<file path="src/rtl/keypad_scanner.sv">
// rtl/keypad_scanner.sv - 4x4 matrix keypad scanner with debounced hex key output
//
// Ports:
//   Clock    - system clock, all logic on posedge
//   resetSW  - synchronous active-high reset
//   Row[3:0] - keypad rows, active-low, asynchronous to Clock
//   Col[3:0] - column strobe, active-low one-hot
//   Key[3:0] - hex code of the last accepted key, held after release
//   KeyValid - one-cycle pulse on each newly accepted press
//   KeyHeld  - high while the accepted key is debounced-down
module keypad_scanner #(
    parameter int CLK_DIV        = 100000,
    parameter int DEBOUNCE_SCANS = 4
) (
    input  logic       Clock,
    input  logic       resetSW,
    input  logic [3:0] Row,
    output logic [3:0] Col,
    output logic [3:0] Key,
    output logic       KeyValid,
    output logic       KeyHeld
);

    localparam int PW = $clog2(CLK_DIV);
    localparam int CW = $clog2(DEBOUNCE_SCANS + 1);
    localparam logic [PW-1:0] PRESC_MAX = PW'(CLK_DIV - 1);
    // "cnt + 1 == DEBOUNCE_SCANS" rewritten so the compare never overflows cnt
    localparam logic [CW-1:0] CNT_LAST  = CW'(DEBOUNCE_SCANS - 1);
    localparam logic [CW-1:0] CNT_ONE   = CW'(1);

    typedef enum logic [1:0] {
        ST_IDLE      = 2'd0,
        ST_CANDIDATE = 2'd1,
        ST_PRESSED   = 2'd2,
        ST_RELEASE   = 2'd3
    } state_t;

    // Row synchronizer; resets to the idle (pulled-up) level
    logic [3:0] row_meta;
    logic [3:0] row_sync;

    always_ff @(posedge Clock) begin
        if (resetSW) begin
            row_meta <= 4'hF;
            row_sync <= 4'hF;
        end else begin
            row_meta <= Row;
            row_sync <= row_meta;
        end
    end

    // Prescaler and column index
    logic [PW-1:0] presc;
    logic [1:0]    col_idx;
    logic          tick;

    assign tick = (presc == PRESC_MAX);

    always_ff @(posedge Clock) begin
        if (resetSW) begin
            presc   <= '0;
            col_idx <= 2'd0;
        end else if (tick) begin
            presc   <= '0;
            col_idx <= col_idx + 2'd1;
        end else begin
            presc   <= presc + 1'b1;
        end
    end

    assign Col = ~(4'b0001 << col_idx);

    // Lowest pressed row within the current column
    logic       col_hit;
    logic [1:0] hit_row;
    logic [3:0] col_code;

    always_comb begin
        col_hit = ~&row_sync;
        hit_row = 2'd0;
        if (!row_sync[0])      hit_row = 2'd0;
        else if (!row_sync[1]) hit_row = 2'd1;
        else if (!row_sync[2]) hit_row = 2'd2;
        else if (!row_sync[3]) hit_row = 2'd3;
    end

    function automatic logic [3:0] key_map(input logic [1:0] r, input logic [1:0] c);
        logic [3:0] code;
        case ({r, c})
            4'b00_00: code = 4'h1;
            4'b00_01: code = 4'h2;
            4'b00_10: code = 4'h3;
            4'b00_11: code = 4'hA;
            4'b01_00: code = 4'h4;
            4'b01_01: code = 4'h5;
            4'b01_10: code = 4'h6;
            4'b01_11: code = 4'hB;
            4'b10_00: code = 4'h7;
            4'b10_01: code = 4'h8;
            4'b10_10: code = 4'h9;
            4'b10_11: code = 4'hC;
            4'b11_00: code = 4'h0;
            4'b11_01: code = 4'hF;
            4'b11_10: code = 4'hE;
            4'b11_11: code = 4'hD;
            default:  code = 4'h0;
        endcase
        return code;
    endfunction

    assign col_code = key_map(hit_row, col_idx);

    // Scan accumulator: columns arrive in ascending order, so the first hit
    // kept is automatically the lowest column, lowest row.
    logic       acc_hit;
    logic [3:0] acc_code;
    logic       scan_hit;
    logic [3:0] scan_code;
    logic       scan_done;

    always_ff @(posedge Clock) begin
        if (resetSW) begin
            acc_hit   <= 1'b0;
            acc_code  <= 4'h0;
            scan_hit  <= 1'b0;
            scan_code <= 4'h0;
            scan_done <= 1'b0;
        end else begin
            scan_done <= 1'b0;
            if (tick) begin
                if (col_idx == 2'd3) begin
                    scan_hit  <= acc_hit || col_hit;
                    scan_code <= acc_hit ? acc_code : col_code;
                    scan_done <= 1'b1;
                    acc_hit   <= 1'b0;
                    acc_code  <= 4'h0;
                end else if (col_hit && !acc_hit) begin
                    acc_hit   <= 1'b1;
                    acc_code  <= col_code;
                end
            end
        end
    end

    // Debounce FSM, evaluated once per completed scan
    state_t        state, state_n;
    logic [CW-1:0] cnt, cnt_n;
    logic [3:0]    cand, cand_n;
    logic [3:0]    key_n;
    logic          valid_n;
    logic          match;

    assign match = scan_hit && (scan_code == cand);

    always_ff @(posedge Clock) begin
        if (resetSW) begin
            state    <= ST_IDLE;
            cnt      <= '0;
            cand     <= 4'h0;
            Key      <= 4'h0;
            KeyValid <= 1'b0;
        end else begin
            state    <= state_n;
            cnt      <= cnt_n;
            cand     <= cand_n;
            Key      <= key_n;
            KeyValid <= valid_n;
        end
    end

    always_comb begin
        state_n = state;
        cnt_n   = cnt;
        cand_n  = cand;
        key_n   = Key;
        valid_n = 1'b0;
        if (scan_done) begin
            case (state)
                ST_IDLE: begin
                    if (scan_hit) begin
                        cand_n  = scan_code;
                        cnt_n   = CNT_ONE;
                        state_n = ST_CANDIDATE;
                    end
                end
                ST_CANDIDATE: begin
                    if (match) begin
                        if (cnt == CNT_LAST) begin
                            key_n   = cand;
                            valid_n = 1'b1;
                            state_n = ST_PRESSED;
                        end else begin
                            cnt_n = cnt + CNT_ONE;
                        end
                    end else if (scan_hit) begin
                        // Different key showed up: restart on the new candidate
                        cand_n = scan_code;
                        cnt_n  = CNT_ONE;
                    end else begin
                        state_n = ST_IDLE;
                    end
                end
                ST_PRESSED: begin
                    // A different key counts as a release of the accepted one
                    if (!match) begin
                        cnt_n   = CNT_ONE;
                        state_n = ST_RELEASE;
                    end
                end
                ST_RELEASE: begin
                    if (match) begin
                        state_n = ST_PRESSED;
                    end else if (cnt == CNT_LAST) begin
                        state_n = ST_IDLE;
                    end else begin
                        cnt_n = cnt + CNT_ONE;
                    end
                end
                default: state_n = ST_IDLE;
            endcase
        end
    end

    assign KeyHeld = (state == ST_PRESSED) || (state == ST_RELEASE);

endmodule

</file>
<file path="config.mk">
export PLATFORM = sky130hd
export DESIGN_NAME = keypad_scanner
export DESIGN_NICKNAME = d
export VERILOG_FILES = /design/src/rtl/keypad_scanner.sv
export SDC_FILE = /design/constraint.sdc
export NUM_CORES = 1
export LEC_CHECK = 0
export BUFFER_PORTS_ARGS = -buffer_cell sky130_fd_sc_hd__buf_2
export CAP_MARGIN = 20
export CORE_AREA = 2 2 102 104
export DETAILED_ROUTE_END_ITERATION = 8
export DIE_AREA = 0 0 104 106
export GPL_TIMING_DRIVEN = 0
export HOLD_SLACK_MARGIN = 0.12
export PLACE_DENSITY = 0.43
export REMOVE_ABC_BUFFERS = 1
export SLEW_MARGIN = 20
export SYNTH_ARGS = -nofsm -noshare
export SYNTH_HDL_FRONTEND = slang
export SYNTH_SLANG_ARGS = --single-unit
export TNS_END_PERCENT = 50
</file>
<file path="constraint.sdc">
create_clock -name Clock -period 5.2 [get_ports Clock]
set_input_delay 0.52 -clock Clock [delete_from_list [all_inputs] [get_ports Clock]]
set_output_delay 0.52 -clock Clock [all_outputs]
set_load 0.02 [all_outputs]
</file>
==> impl_metrics.toml, run 1 <==
[status]
run_status = "finished clean"

[pwr]
power.density_cell_area_mw_per_mm2 = 249
total_leakage_power_nw = 1.05
vdd.ir_drop.worst_mv = 0.113

[timing]
final.setup.tns_ps = 0
timing.slew.headroom = 0.519
fin_crit_ps = 2030
hold-worst-slack_ps = 391
setup_viol = 0
final_min_period_over_clock_period = 0.391
layout_setup_ws_ps = 3170
timing.clock.skew_ps = 9.03
hold_viol_final = 0
worst-slew-pin-transition_ps = 722
grt_setup_unrepaired = "no"
timing.final.max_slew_violations = 0
max_freq_ghz = 0.492

[die]
die_w_um = 104
core_region_area_sq_mm = 0.0100
std_cell_rows = 37
die_area_sq_mm = 0.0110
io_pins = 16
initial_utilization = 0.245
die_h_um = 106

[clock_network]
numCtsBuffers = 5
cts.sinks = 52
cts_tree = "built"
cts-htree-levels = 2
postCtsSetupBuffers = 0
post_cts.resized_instances = 0
clk_pin_slew_ps = 100
cts_buffer_depth = 2
ctsHoldBuffers = 0
cts_root_buffer = "sky130_fd_sc_hd__clkbuf_8"
insertion_delay_ps = 300

[setup_path]
reg2reg_to = "Key[0]"
list_of_cells_traversed_by_the_critical_path = "o21ai_1 -> nor2_1 -> nand3_1 -> mux2i_1 -> nor2_1"
reg2regPathDepth = 5
cp_top_family = "simple AND/OR/NAND/NOR gates"
slowest_stage = "sky130_fd_sc_hd__dfxtp_1"
cp.arrival_ps = 2210
worstSetupPathType = "register to register"
critPathBufInv = 0
timing.reg2reg.setup_slack_ps = 3170
timing.critical_path.required_ps = 5380
startpoint_type = "register"
critPathMaxFanout = 16
critical_path.endpoint_type = "register"
cpPeakStageDelay_ps = 640
critPathMostFrequentCell = "sky130_fd_sc_hd__nor2_1"

[hold_path]
worst_hold_startpoint = "Row[0]"
hold_path_class = "input port to register"
hold_path_end = "row_meta[0]"
hold_depth = 2

[synth]
yosys_register_bits = 52
postSynth.topFlopCell = "sky130_fd_sc_hd__dfxtp_1"
syn_area_sq_mm = 0.00245
yosysSeqAreaShare = 0.426
ys_warn_count = 0
async_reset_ff_frac = 0
yosys.cell_types.count = 54
synth-edff-count = 0
syn-instance-count = 270
post_synth.cell_area_avg_sq_um = 9.06

[final_layout]
layout.cells.most_common_list = "sky130_fd_sc_hd__dfxtp_1 (52), sky130_fd_sc_hd__nor2_1 (33), sky130_fd_sc_hd__nand2_1 (20)"
flow.area_growth_from_synthesis_pct = 10.9
final_area_sq_mm = 0.00271
instances_no_fill = 417
final_nets = 293
drive_gt1_frac = 0.153
antenna-diode-count = 0
layout.cells.most_common = "sky130_fd_sc_hd__dfxtp_1"
n_fill_cell = 1123

[job]
cap_viol_max_count = 0

[placed_design]
dp_worst_setup_slack_ps = 3150
port-buffer-count = 15
dpl.hpwl_mm = 3.20
globalplace.congestion = 0.766
dp_cells = 409
postPlaceCellArea_sq_mm = 0.00262

[grt]
number_of_antenna_violations_at_the_first_check_in_global_routing = 0
maximum_number_of_pins_on_one_net_before_global_route_repair = 44
first_global_vias = 1771
gr-usage-all-layers = 0.0897
grt_overflow_total = 0
global_route_wire_length_before_repair_mm = 8.29

[routing]
route.detailed.drc = 0
detail_route.wirelength_mm = 4.73
detail-route-antenna-nets = 0
detail_route.vias_per_cell = 4.42
drt_iter0_drc = 97
drt_pre_antenna_iters = 4
routedWlPerCell_um = 11.3
route.vias.total = 1845
-- layout make-up --
type | instances | area (sq um) | area share
inverter | 11 | 41.3 | 0.0152
sequential | 52 | 1040 | 0.384
timing repair buffer | 15 | 75.1 | 0.0277
tap | 136 | 170 | 0.0627
clock buffer | 6 | 82.6 | 0.0304
multi-input combinational | 195 | 1290 | 0.475
clock inverter | 2 | 15.0 | 0.00553
-- metal layers --
metal / GRT usage / vias up / wire (um)
met5: 0 / - / 0
met3: 0.0227 / 4 / 162
met1: 0.125 / 857 / 2540
li1: - / 953 / -
met2: 0.137 / 31 / 1990
met4: 0.0261 / 0 / 38
-- how the worst max path moves through the flow --
stage / start / cells past startpoint / slack, ps / end
final: register / 5 / 3170 / Key[0]
after CTS: register / 5 / 3150 / Key[3]
after floorplan: presc[0] / 6 / 3390 / acc_code[0]
after detailed placement: register / 5 / 3150 / Key[3]
after global routing: register / 5 / 2940 / Key[3]
after global placement: register / 5 / 3090 / Key[1]
-- kinds of logic (layout without fill, tap and decap cells) --
kind of cell | count (synthesis) | count (layout) | share of synthesized area
XOR/XNOR | 20 | 20 | 0.0716
multiplexers | 9 | 9 | 0.0373
adder cells (fa/ha/maj) | 7 | 7 | 0.0358
AO/OA/AOI/OAI | 42 | 42 | 0.109
buffers and inverters | 23 | 34 | 0.0476
AND/OR/NAND/NOR | 117 | 117 | 0.273
flip-flops | 52 | 52 | 0.426
-- Yosys cell counts (all sizes together), types with 4 or more instances --
library cell / n / share of area
xnor2: 6 / 0.021
nand3: 7 / 0.019
nand3b: 4 / 0.012
buf: 4 / 0.014
a21oi: 15 / 0.031
inv: 11 / 0.017
nand2b: 6 / 0.015
and2: 4 / 0.011
nand2: 20 / 0.031
mux2i: 8 / 0.033
xor2: 14 / 0.050
o21ai: 10 / 0.022
dfxtp: 52 / 0.43
or2: 10 / 0.026
nor3: 4 / 0.0082
ha: 7 / 0.036
nor2: 33 / 0.051
clkbuf: 8 / 0.016
nand4: 8 / 0.020
-- per-stage QoR --
step	utilization	power, mW
floorplan	-	0.428
global placement	0.262	0.438
detailed placement	0.262	0.438
CTS	0.271	0.689
global route	0.271	0.706
finish	0.271	0.675
-- power by group --
part	switching, mW	total, mW	internal [mW]
Combinational	0.0128	0.0221	0.00924
Sequential	0.00354	0.406	0.403
Clock	0.138	0.246	0.108
Total	0.155	0.675	0.520
-- registers in the layout, summed over array words and instances, names as in the netlist, named ones only --
name       cells
cand           4
presc         17
KeyValid       1
acc_code       4
Key            4
scan_code      4
col_idx        2
row_sync       4
cnt            3
state          1
scan_done      1
acc_hit        1
scan_hit       1
row_meta       4
-- worst reg2reg max path: stages (launching register included) --
cell and delay [ps]:
sky130_fd_sc_hd__dfxtp_1 640, sky130_fd_sc_hd__o21ai_1 310, sky130_fd_sc_hd__nor2_1 330, sky130_fd_sc_hd__nand3_1 330
sky130_fd_sc_hd__mux2i_1 250, sky130_fd_sc_hd__nor2_1 50
(Power assumes the default switching activity.)
==> inputs of run 2 (changes only) <==
- ABC_AREA: not set -> 1
- CORE_AREA: 2 2 102 104 -> 2 2 105 107
- DIE_AREA: 0 0 104 106 -> 0 0 107 109
- clock period: 5.2 -> 2 ns (I/O delays scaled with it)
==> run 2 against run 1 <==
Clock-buffer cell count shrank 1. Sequential power rose to 2.6 times the previous value. Combinational power rose to 3.2 times the previous value. Flip-flop and latch count did not move. First-iteration DRC count is 42% higher. Clock skew rose by 4.3 ps. Sequential share of layout area decreased by 2.5 points.
==> impl_metrics.toml, run 2 <==
[placed_design]
globalplace.congestion = 0.774
dpl.hpwl_mm = 4.07
port-buffer-count = 15
postPlaceCellArea_sq_mm = 0.00278
dp_cells = 502

[clock_network]
numCtsBuffers = 5
cts_buffer_depth = 2
clk_pin_slew_ps = 100
cts-htree-levels = 2
cts.sinks = 52
cts_tree = "built"
insertion_delay_ps = 300
post_cts.resized_instances = 0
postCtsSetupBuffers = 0
cts_root_buffer = "sky130_fd_sc_hd__clkbuf_8"

[die]
core_region_area_sq_mm = 0.0106
io_pins = 16
initial_utilization = 0.243
die_w_um = 107
die_h_um = 109
std_cell_rows = 38
die_area_sq_mm = 0.0117

[hold_path]
hold_path_class = "input port to register"

[final_layout]
n_fill_cell = 1191
regMostFlops = "presc"
fin_util = 0.274
antenna-diode-count = 0
final_area_sq_mm = 0.00290
layout.cells.most_common = "sky130_fd_sc_hd__nand2_1"
layout.cells.most_common_list = "sky130_fd_sc_hd__nand2_1 (68), sky130_fd_sc_hd__dfxtp_1 (52), sky130_fd_sc_hd__inv_1 (40)"
instances_no_fill = 513
largest_reg_flops = 17
final_nets = 386
flow.area_growth_from_synthesis_pct = 12.8
drive_gt1_frac = 0.161

[setup_path]
reg2reg_to = "acc_code[3]"
critPathMaxFanout = 7
slowest_stage = "sky130_fd_sc_hd__dfxtp_1"
timing.critical_path.required_ps = 2180
worstSetupPathType = "register to register"
timing.reg2reg.setup_slack_ps = 240
list_of_cells_traversed_by_the_critical_path = "ha_1 -> nand2_1 -> inv_2 -> nand2_2 -> nor2_1 -> nand3_1 -> a21oi_2 -> inv_1 -> nand2_1 -> a21oi_1"
critPathMostFrequentCell = "sky130_fd_sc_hd__nand2_1"
critical_path.endpoint_type = "register"
crit_end = "acc_code[3]"
cp.depth = 10
startpoint_type = "register"
reg2regPathDepth = 10
cpPeakStageDelay_ps = 370
cp.arrival_ps = 1940
timing.rr.start = "presc[0]"
critPathBufInv = 2
cp_top_family = "simple AND/OR/NAND/NOR gates"
worst_setup_path_startpoint = "presc[0]"

[timing]
worst-slew-pin-transition_ps = 492
grt_setup_unrepaired = "yes"
max_freq_ghz = 0.568
hold-worst-slack_ps = 250
final.setup.tns_ps = 0
fin_crit_ps = 1760
final_min_period_over_clock_period = 0.880
timing.clock.skew_ps = 13.3
timing.final.max_slew_violations = 0
setup_viol = 0
hold_viol_final = 0
timing.slew.headroom = 0.672

[routing]
drt_pre_antenna_iters = 5
detail-route-antenna-nets = 0
drt_iter0_drc = 138
detail_route.vias_per_cell = 4.39
routedWlPerCell_um = 10.7
route.detailed.drc = 0
route.vias.total = 2250
detail_route.wirelength_mm = 5.48

[synth]
yosys_register_bits = 52
yosysSeqAreaShare = 0.405
synth_common_cells = "sky130_fd_sc_hd__nand2_1 (68), sky130_fd_sc_hd__dfxtp_1 (52), sky130_fd_sc_hd__inv_1 (40), sky130_fd_sc_hd__nor2_1 (32), sky130_fd_sc_hd__a21oi_1 (26)"
ys_warn_count = 0
syn_area_sq_mm = 0.00257
syn-instance-count = 355
synth-edff-count = 0
postSynth.topFlopCell = "sky130_fd_sc_hd__dfxtp_1"
synth_top_area_frac = 0.405
yosys.cell_types.count = 36
post_synth.cell_area_avg_sq_um = 7.24
async_reset_ff_frac = 0
most_repeated_cell_in_the_gate_level_netlist_after_synthesis = "sky130_fd_sc_hd__nand2_1"
post_synth_main_area_contributors = "sky130_fd_sc_hd__dfxtp_1 (40%), sky130_fd_sc_hd__nand2_1 (9.9%), sky130_fd_sc_hd__inv_1 (5.8%)"
yosys.area.top_type = "sky130_fd_sc_hd__dfxtp_1"

[grt]
grt.met1_usage = 0.148
gr-usage-met2 = 0.159
grt_use_met3 = 0.0209
gr-usage-all-layers = 0.105
number_of_antenna_violations_at_the_first_check_in_global_routing = 0
grt_overflow_total = 0
maximum_number_of_pins_on_one_net_before_global_route_repair = 20
grt-busiest-layer = "met2"
global_route_wire_length_before_repair_mm = 9.83
first_global_vias = 2118

[status]
run_status = "finished clean"

[pwr]
vdd.ir_drop.worst_mv = 0.245
power.density_cell_area_mw_per_mm2 = 586
total_leakage_power_nw = 1.10

[job]
cap_viol_max_count = 0
-- run 2: how the worst min path moves through the flow --
| stage | from | endpoint | slack (ps) | depth (start not counted) |
|---|---|---|---|---|
| CTS | resetSW | acc_code[1] | 240 | 2 |
| global placement | Row[2] | row_meta[2] | 390 | 2 |
| detailed placement | Row[2] | row_meta[2] | 390 | 2 |
| floorplan | resetSW | acc_code[0] | 270 | 1 |
| global route | resetSW | acc_code[1] | 250 | 2 |
| finish | resetSW | acc_code[1] | 250 | 2 |
-- run 2: timing repair --
action,CTS,global route
endpoints found under the hold margin,4,0
hold buffers,4,0
setup endpoints to repair,0,1
-- run 2: cell families after synthesis --
logic type,synth area share
AO/OA/AOI/OAI,0.120
XOR/XNOR,0.0238
adder cells (fa/ha/maj),0.0341
buffers and inverters,0.0837
flip-flops,0.405
multiplexers,0.00389
AND/OR/NAND/NOR,0.329
-- run 2: area by class of cell --
type | count | area (sq um) | area share
tap | 140 | 175 | 0.0604
clock inverter | 2 | 12.5 | 0.00431
timing repair buffer | 19 | 115 | 0.0397
clock buffer | 5 | 68.8 | 0.0237
inverter | 46 | 173 | 0.0595
sequential | 52 | 1040 | 0.359
multi-input combinational | 249 | 1320 | 0.453
-- run 2: per-stage QoR --
step	setup WS, ps	total power [mW]
2_1_floorplan	544	1.12
3_3_place_gp	239	1.14
3_5_place_dp	221	1.14
4_1_cts	202	1.74
5_1_grt	-16.3	1.80
6_report	239	1.70
-- run 2: worst reg2reg max path, cell delays in order (launching register included) --
cell                      delay [ps]
sky130_fd_sc_hd__dfxtp_1         370
sky130_fd_sc_hd__ha_1            170
sky130_fd_sc_hd__nand2_1          70
sky130_fd_sc_hd__inv_2            70
sky130_fd_sc_hd__nand2_2         100
sky130_fd_sc_hd__nor2_1          140
sky130_fd_sc_hd__nand3_1         200
sky130_fd_sc_hd__a21oi_2         280
sky130_fd_sc_hd__inv_1           110
sky130_fd_sc_hd__nand2_1          80
sky130_fd_sc_hd__a21oi_1          60
-- run 2: routing by layer --
| layer | share of wire | wire length (um) |
|---|---|---|
| met3 | 0.040 | 219 |
| met2 | 0.43 | 2340 |
| met1 | 0.52 | 2830 |
| met4 | 0.016 | 87 |
| met5 | 0 | 0 |
-- run 2: power by group --
| group | switching, mW | internal, mW | total [mW] |
|---|---|---|---|
| clock network | 0.340 | 0.238 | 0.578 |
| logic | 0.0428 | 0.0270 | 0.0698 |
| registers | 0.00547 | 1.05 | 1.05 |
| total | 0.388 | 1.31 | 1.70 |
